## src/rtl/cpu_pkg.sv

```systemverilog
// Shared CPU definitions: fetch FSM state encoding and architectural constants.
package cpu_pkg;

  localparam int unsigned XLEN = 32;

  localparam logic [XLEN-1:0] RESET_PC  = 32'h0000_0000;
  localparam logic [XLEN-1:0] NOP_INSTR = 32'h0000_0013;

  typedef enum logic [2:0] {
    IDLE,
    ADDR,
    KILL,
    DATA,
    DRAIN
  } fetch_state_t;

endpackage

```

## src/rtl/if_fetch_unit.sv

```systemverilog
// Instruction-fetch stage: owns the PC register, issues one outstanding
// instruction-memory read at a time and loads the IF/ID register.
module if_fetch_unit #(
  parameter int unsigned          DATA_SIZE = 32,
  parameter logic [DATA_SIZE-1:0] RESET_PC  = DATA_SIZE'(cpu_pkg::RESET_PC),
  parameter logic [DATA_SIZE-1:0] NOP_INSTR = DATA_SIZE'(cpu_pkg::NOP_INSTR)
) (
  input  logic                 clk,
  input  logic                 rst,
  input  logic [DATA_SIZE-1:0] pc_data,
  input  logic                 pc_stall,
  input  logic                 flush,
  output logic [DATA_SIZE-1:0] pc,
  output logic [DATA_SIZE-1:0] next_pc,
  output logic                 bus_stall,
  output logic                 im_arvalid,
  output logic [DATA_SIZE-1:0] im_araddr,
  input  logic                 im_arready,
  input  logic                 im_rvalid,
  input  logic [DATA_SIZE-1:0] im_rdata,
  output logic                 im_rready,
  output logic [DATA_SIZE-1:0] id_instr,
  output logic [DATA_SIZE-1:0] id_pc,
  output logic                 id_valid
);

  import cpu_pkg::*;

  localparam logic [DATA_SIZE-1:0] PC_STEP = DATA_SIZE'(4);

  fetch_state_t         state_q;
  fetch_state_t         state_d;
  logic [DATA_SIZE-1:0] kill_addr_q;
  logic                 r_fire;
  logic                 accept;
  logic                 latch_kill;

  // Sequential successor of the current PC; wraps silently.
  assign next_pc = pc + PC_STEP;

  // PC register follows the PC controller every cycle.
  always_ff @(posedge clk or negedge rst) begin
    if (!rst) pc <= RESET_PC;
    else      pc <= pc_data;
  end

  // Fetch FSM state register.
  always_ff @(posedge clk or negedge rst) begin
    if (!rst) state_q <= IDLE;
    else      state_q <= state_d;
  end

  // Next state, read-channel handshakes and stall back to the PC controller.
  always_comb begin
    state_d    = state_q;
    im_araddr  = pc;
    im_rready  = 1'b0;
    r_fire     = 1'b0;
    accept     = 1'b0;
    latch_kill = 1'b0;
    unique case (state_q)
      IDLE: state_d = ADDR;
      ADDR: begin
        if (im_arready) begin
          state_d = flush ? DRAIN : DATA;
        end else if (flush) begin
          state_d    = KILL;
          latch_kill = 1'b1;
        end
      end
      KILL: begin
        // Request already on the bus must stay stable until accepted.
        im_araddr = kill_addr_q;
        if (im_arready) state_d = DRAIN;
      end
      DATA: begin
        im_rready = ~pc_stall | flush;
        r_fire    = im_rvalid & (~pc_stall | flush);
        if (r_fire) begin
          state_d = ADDR;
          accept  = ~flush;
        end else if (flush) begin
          state_d = DRAIN;
        end
      end
      DRAIN: begin
        im_rready = 1'b1;
        if (im_rvalid) state_d = ADDR;
      end
      default: state_d = IDLE;
    endcase
    bus_stall = ~r_fire & ~flush;
  end

  // Read-address valid is registered from the upcoming state.
  always_ff @(posedge clk or negedge rst) begin
    if (!rst) im_arvalid <= 1'b0;
    else      im_arvalid <= (state_d == ADDR) || (state_d == KILL);
  end

  // Remember the address of a request that was flushed before acceptance.
  always_ff @(posedge clk or negedge rst) begin
    if (!rst)            kill_addr_q <= '0;
    else if (latch_kill) kill_addr_q <= pc;
  end

  // IF/ID register: flush bubbles, stall holds, accepted response captures.
  always_ff @(posedge clk or negedge rst) begin
    if (!rst) begin
      id_instr <= NOP_INSTR;
      id_pc    <= '0;
      id_valid <= 1'b0;
    end else if (flush) begin
      id_instr <= NOP_INSTR;
      id_valid <= 1'b0;
    end else if (accept && !pc_stall) begin
      id_instr <= im_rdata;
      id_pc    <= pc;
      id_valid <= 1'b1;
    end
  end

endmodule

```

## config.mk

```make
export PLATFORM = sky130hd
export DESIGN_NAME = if_fetch_unit
export DESIGN_NICKNAME = d
export VERILOG_FILES = /design/src/rtl/cpu_pkg.sv /design/src/rtl/if_fetch_unit.sv
export SDC_FILE = /design/constraint.sdc
export NUM_CORES = 1
export LEC_CHECK = 0
export BUFFER_PORTS_ARGS = -buffer_cell sky130_fd_sc_hd__clkbuf_2
export CORE_MARGIN = 2
export CORE_UTILIZATION = 44
export DETAILED_ROUTE_END_ITERATION = 12
export MAX_ROUTING_LAYER = met4
export PLACE_DENSITY = 0.87
export SETUP_SLACK_MARGIN = 0.02
export SLEW_MARGIN = 25
export SYNTH_ARGS = -nofsm -noshare
export SYNTH_HDL_FRONTEND = slang
export SYNTH_SLANG_ARGS = --single-unit
```

## constraint.sdc

```tcl
create_clock -name clk -period 1.9 [get_ports clk]
set_input_delay 0.285 -clock clk [delete_from_list [all_inputs] [get_ports clk]]
set_output_delay 0.285 -clock clk [all_outputs]
set_load 0.1 [all_outputs]
```

Word level (Yosys, flattened, before mapping)
Cells that the tools add are included.
- add/subtract/negate cells: 1
- equality and inequality tests: 6
- multiplexer cells: 20
- bitwise gates (word level): 6
- reduce and logical (&&, ||, !) cells: 6
- operators with widths (kind ; number):
    32-bit 2-to-1 mux ; 3
    32-bit by 3-bit adder with 32-bit output, second input constant ; 1
    3-bit 2-to-1 mux ; 7
    3-bit one-hot mux with 5 select lines ; 1
    3-bit by 2-bit equality test with 1-bit output, second input constant ; 3
    1-bit 2-to-1 mux ; 8
    3-bit by 1-bit equality test with 1-bit output, second input constant ; 2
    3-bit equality test, second input constant ; 1
    3-bit zero test ; 1
    1-bit NOT ; 3
    1-bit bitwise AND ; 2
    1-bit one-hot mux with 2 select lines ; 1
    2-bit AND reduction ; 1
    2-bit nonzero test ; 1
    1-bit logical AND ; 1
    1-bit zero test ; 1
    1-bit logical OR ; 1
    1-bit OR ; 1
- register bits: 133
- input port bits: 70
- output and inout port bits: 164

Logic depth before layout (Yosys ltp)
- word-level depth: 8
- depth in mapped cells: 7

Worst setup path after synthesis
No wires, ideal clock.
- path type: register to output
- start: register pc[2]
- end: output port im_araddr[2]
- arrival time: 3.994 ns
- setup slack: -2.379 ns
- stages on the path, launching flop included: 3
- buffers on the path: 0
- cells stage by stage: dfrtp_1 -> inv_1 -> o21ai_0
- word-level cells in the longest chain between the ends: 1
- RTL lines (item ; RTL line ; RTL):
    start, declared ; if_fetch_unit.sv:13 ; output logic [DATA_SIZE-1:0] pc,
    start signal, assigned ; if_fetch_unit.sv:44 ; else pc <= pc_data;
    32-bit 2-to-1 mux ; if_fetch_unit.sv:61 ; unique case (state_q)
    end, declared ; if_fetch_unit.sv:17 ; output logic [DATA_SIZE-1:0] im_araddr,
Every way passes these cells.

Worst setup path in the final report
- start: register pc[7]
- end: output port next_pc[24]
- word-level cells in the longest chain between the ends: 1
- RTL lines (item ; RTL line ; RTL):
    32-bit by 3-bit adder with 32-bit output ; if_fetch_unit.sv:39 ; assign next_pc = pc + PC_STEP;
    end, declared ; if_fetch_unit.sv:14 ; output logic [DATA_SIZE-1:0] next_pc,
Every way passes these cells.

==> qor.txt <==
Placer Congestion -> 0.838
min-delay src -> im_rdata[29]
worst path cell trace -> buf_6 -> nand4_1 -> buf_4 -> nor3_4 -> buf_6 -> nand2_4 -> nor2_2 -> buf_6 -> xor2_4 -> buf_12
setup TNS -> -29.54 ns
Hold Slack -> 0.0679 ns
DRC errors left -> 0
unrepaired setup endpoints after global routing -> yes
top post-synthesis cells by count -> 130 x dfrtp_1, 94 x mux2_2, 81 x nand2_1
post-synth top area cell -> dfrtp_1
Max transition margin -> 61.1%
Critical Path Start Type -> flop
most common flop cell mapped by yosys -> dfrtp_1
Critical Path AT -> 2.52 ns
DP HPWL -> 13.3 mm
register bit total from synthesis -> 133
final period utilization -> 148%
final hold vios -> 0
CTS tree -> yes
# setup viols final -> 119
Total GRT Usage -> 33.0%
max incr delay on CP -> 0.43 ns
Sink Count -> 133
WP data required -> 1.62 ns
Die Ht -> 118 um
Area Overhead vs Synth -> 99.0%
Overflow after GRT -> 0
Final ANT Viol Nets -> 0
Setup WS post-layout -> -0.905 ns
DRT met1 WL -> 9.60 mm
worst skew pair latency -> 0.43 ns
Via Count -> 5693
Row Count -> 41
Slew Viols, Final -> 0
Post-synth EDFFs -> 0
Seq pwr share -> 25.3%
initial antenna violation count -> 1
Hold EP -> id_instr[29]
most common cell in the netlist -> dfrtp_1
pwr/cell area -> 1470 nW/um2
worst slack, placed -> -0.386 ns
Yosys cell types -> 37
R2R cell count -> 7
Comb power frac -> 55.3%
Avg Cell Area, Syn -> 12.2 um2
final core utilization -> 89.7%
Seq/Total Area, Yosys -> 58.6%
r2r setup slk -> -0.06 ns
clk root buf -> clkbuf_16
fillers -> 468
synth top area cells -> dfrtp_1 57%, mux2_2 19%, nand2_1 5.3%
routed len/inst -> 26.0 um
Max-Cap Viols -> 0
FF-to-FF Start -> state_q[0]
Synth Warn # -> 0
syn nets -> 539
share of the synthesized area in the top cell type -> 57.2%
Vias/cell -> 5.61
gate family responsible for the most delay along the worst path -> buffers and inverters
Cell Area, Synth -> 5690 um2
clk buf depth -> 2
Synth Instances -> 468
top layer in use -> met4
layout cell share with drive strength beyond 1 -> 68.3%
Ports -> 234
met3 wire length -> 1.69 mm
switching pwr -> 8070 uW
Clk pwr share -> 19.4%
Design Power -> 16600 uW
CP dominant cell by count -> buf_6
Core Area -> 12600 um2
met2 wire length -> 13.6 mm
H-tree levels -> 4
initial DRC count -> 489
CP Class -> flop to output port
drt first pass iters -> 5
Internal -> 8520 uW
chip width -> 118 um
failing checks -> negative setup slack
worst-margin pin slew -> 0.586 ns
Reg clk slew, reported paths -> 0.07 ns
Hold Crit Depth -> 3
min cycle time layout -> 2.81 ns
status -> finished, violations left
first-pass GRT wire length -> 33.5 mm
cts bufs inserted -> 17
Pleak -> 0.00533 uW
clk_skew -> 0.00857 ns
Max Freq -> 356 MHz
CP max stage cell -> dfrtp_4
largest net degree at the start of global routing -> 56
worst vdd ir -> 1.15 mV
Detailed Route WL -> 26.4 mm
number of global-route vias before repair -> 5775
die area -> 13900 um2
input/output buffers -> 233
CP Capture Type -> output port
reg-to-reg endpoint -> id_pc[9]
Sw Ratio -> 48.7%
fraction of registers with async set/reset -> 100%
Nets -> 900
Initial Utilization -> 45.1%
Max FO, Critical Path -> 5
Buf+Inv Stages, Crit Path -> 5
worst hold path type -> input port to flop
[how the worst max path moves through the flow]
stage / startpoint / endpoint / slack [ns] / cells past startpoint
2_1_floorplan: pc[17] / next_pc[31] / -0.90 / 6
3_3_place_gp: pc[2] / next_pc[27] / -0.34 / 6
3_5_place_dp: pc[2] / next_pc[29] / -0.39 / 6
4_1_cts: pc[5] / next_pc[29] / -0.79 / 6
5_1_grt: pc[9] / next_pc[19] / -0.93 / 7
6_report: pc[7] / next_pc[24] / -0.91 / 10
[placed cells by master (no fill, tap or decap), drive strengths merged, types with 2 or more instances in the layout]
master and count:
dfrtp 130, nand4 8, xor2 11, xnor2 19, inv 6, nor3 2, clkinvlp 6, nor2 17
buf 165, o21ai 2, nor4 3, dlygate4sd3 33, nand3 13, nand2b 2, and3 4, or2 2
nand2 81, mux2 95, clkinv 5, clkbuf 191, a21oi 32, dfstp 3
[metal layers]
layer,track usage (%),up-vias
met5,-,-
li1,-,2314
met3,7.90,116
met4,13.2,0
met2,60.0,371
met1,34.1,2892
[sequential cells by signal (all words and copies together) (netlist names)]
register     flops
kill_addr_q     32
id_valid         1
state_q          3
id_pc           32
id_instr        32
im_arvalid       1
pc              32
[power by group through the flow]
| stage | registers, uW | clock network [uW] | logic (uW) |
|---|---|---|---|
| after CTS | 4050 | 3100 | 8250 |
| after global placement | 3990 | 0 | 7690 |
| after detailed placement | 4080 | 0 | 7830 |
| after global routing | 4240 | 3350 | 9330 |
| after floorplan | 6570 | 0 | 3220 |
| final | 4200 | 3220 | 9170 |
[cell type report]
| type | count | area [um2] | area share [%] |
|---|---|---|---|
| flip-flops and latches | 133 | 3410 | 30.1 |
| inverters | 5 | 23.8 | 0.210 |
| multi-input cells | 302 | 3440 | 30.4 |
| clock inverters | 13 | 109 | 0.962 |
| repair buffers | 370 | 3680 | 32.5 |
| clock buffers | 19 | 443 | 3.91 |
| well taps | 172 | 215 | 1.90 |
| diodes | 1 | 2.50 | 0.0221 |
[stage by stage]
| step | area [um2] | instances |
|---|---|---|
| after floorplan | 6530 | 468 |
| after detailed placement | 9220 | 902 |
| after CTS | 10700 | 990 |
| final | 11300 | 1015 |
| after global routing | 11300 | 1015 |
| after global placement | 9220 | 902 |
[tightest hold or removal path: cells and delay by family]
family                 cells  cell delay [ns]
AO/OA/AOI/OAI              1             0.05
buffers and inverters      1             0.08
AND/OR/NAND/NOR            1             0.05
[cell families (layout without fill, tap and decap cells)]
logic type / after synthesis / count (layout) / share of synthesized area [%]
AOI/OAI and AO/OA: 39 / 39 / 3.65
xor gates and xnor gates: 30 / 30 / 4.62
adders and majority gates: 1 / 1 / 0.220
buffers and inverters: 33 / 407 / 2.75
DFF: 133 / 133 / 58.6
muxes: 95 / 95 / 18.8
other: 0 / 1 / 0
and+or+nand+nor: 137 / 137 / 11.4
[repair_timing]
| item | CTS | global route |
|---|---|---|
| hold endpoints to repair | 69 | 0 |
| resized for setup | 74 | 100 |
| cloned | 3 | 9 |
| pin swaps | 37 | 20 |
| setup buffers | 22 | 21 |
| hold buffers | 33 | 0 |
| setup endpoints to repair | 62 | 127 |
No activity file was read; power rests on OpenSTA's default activity.
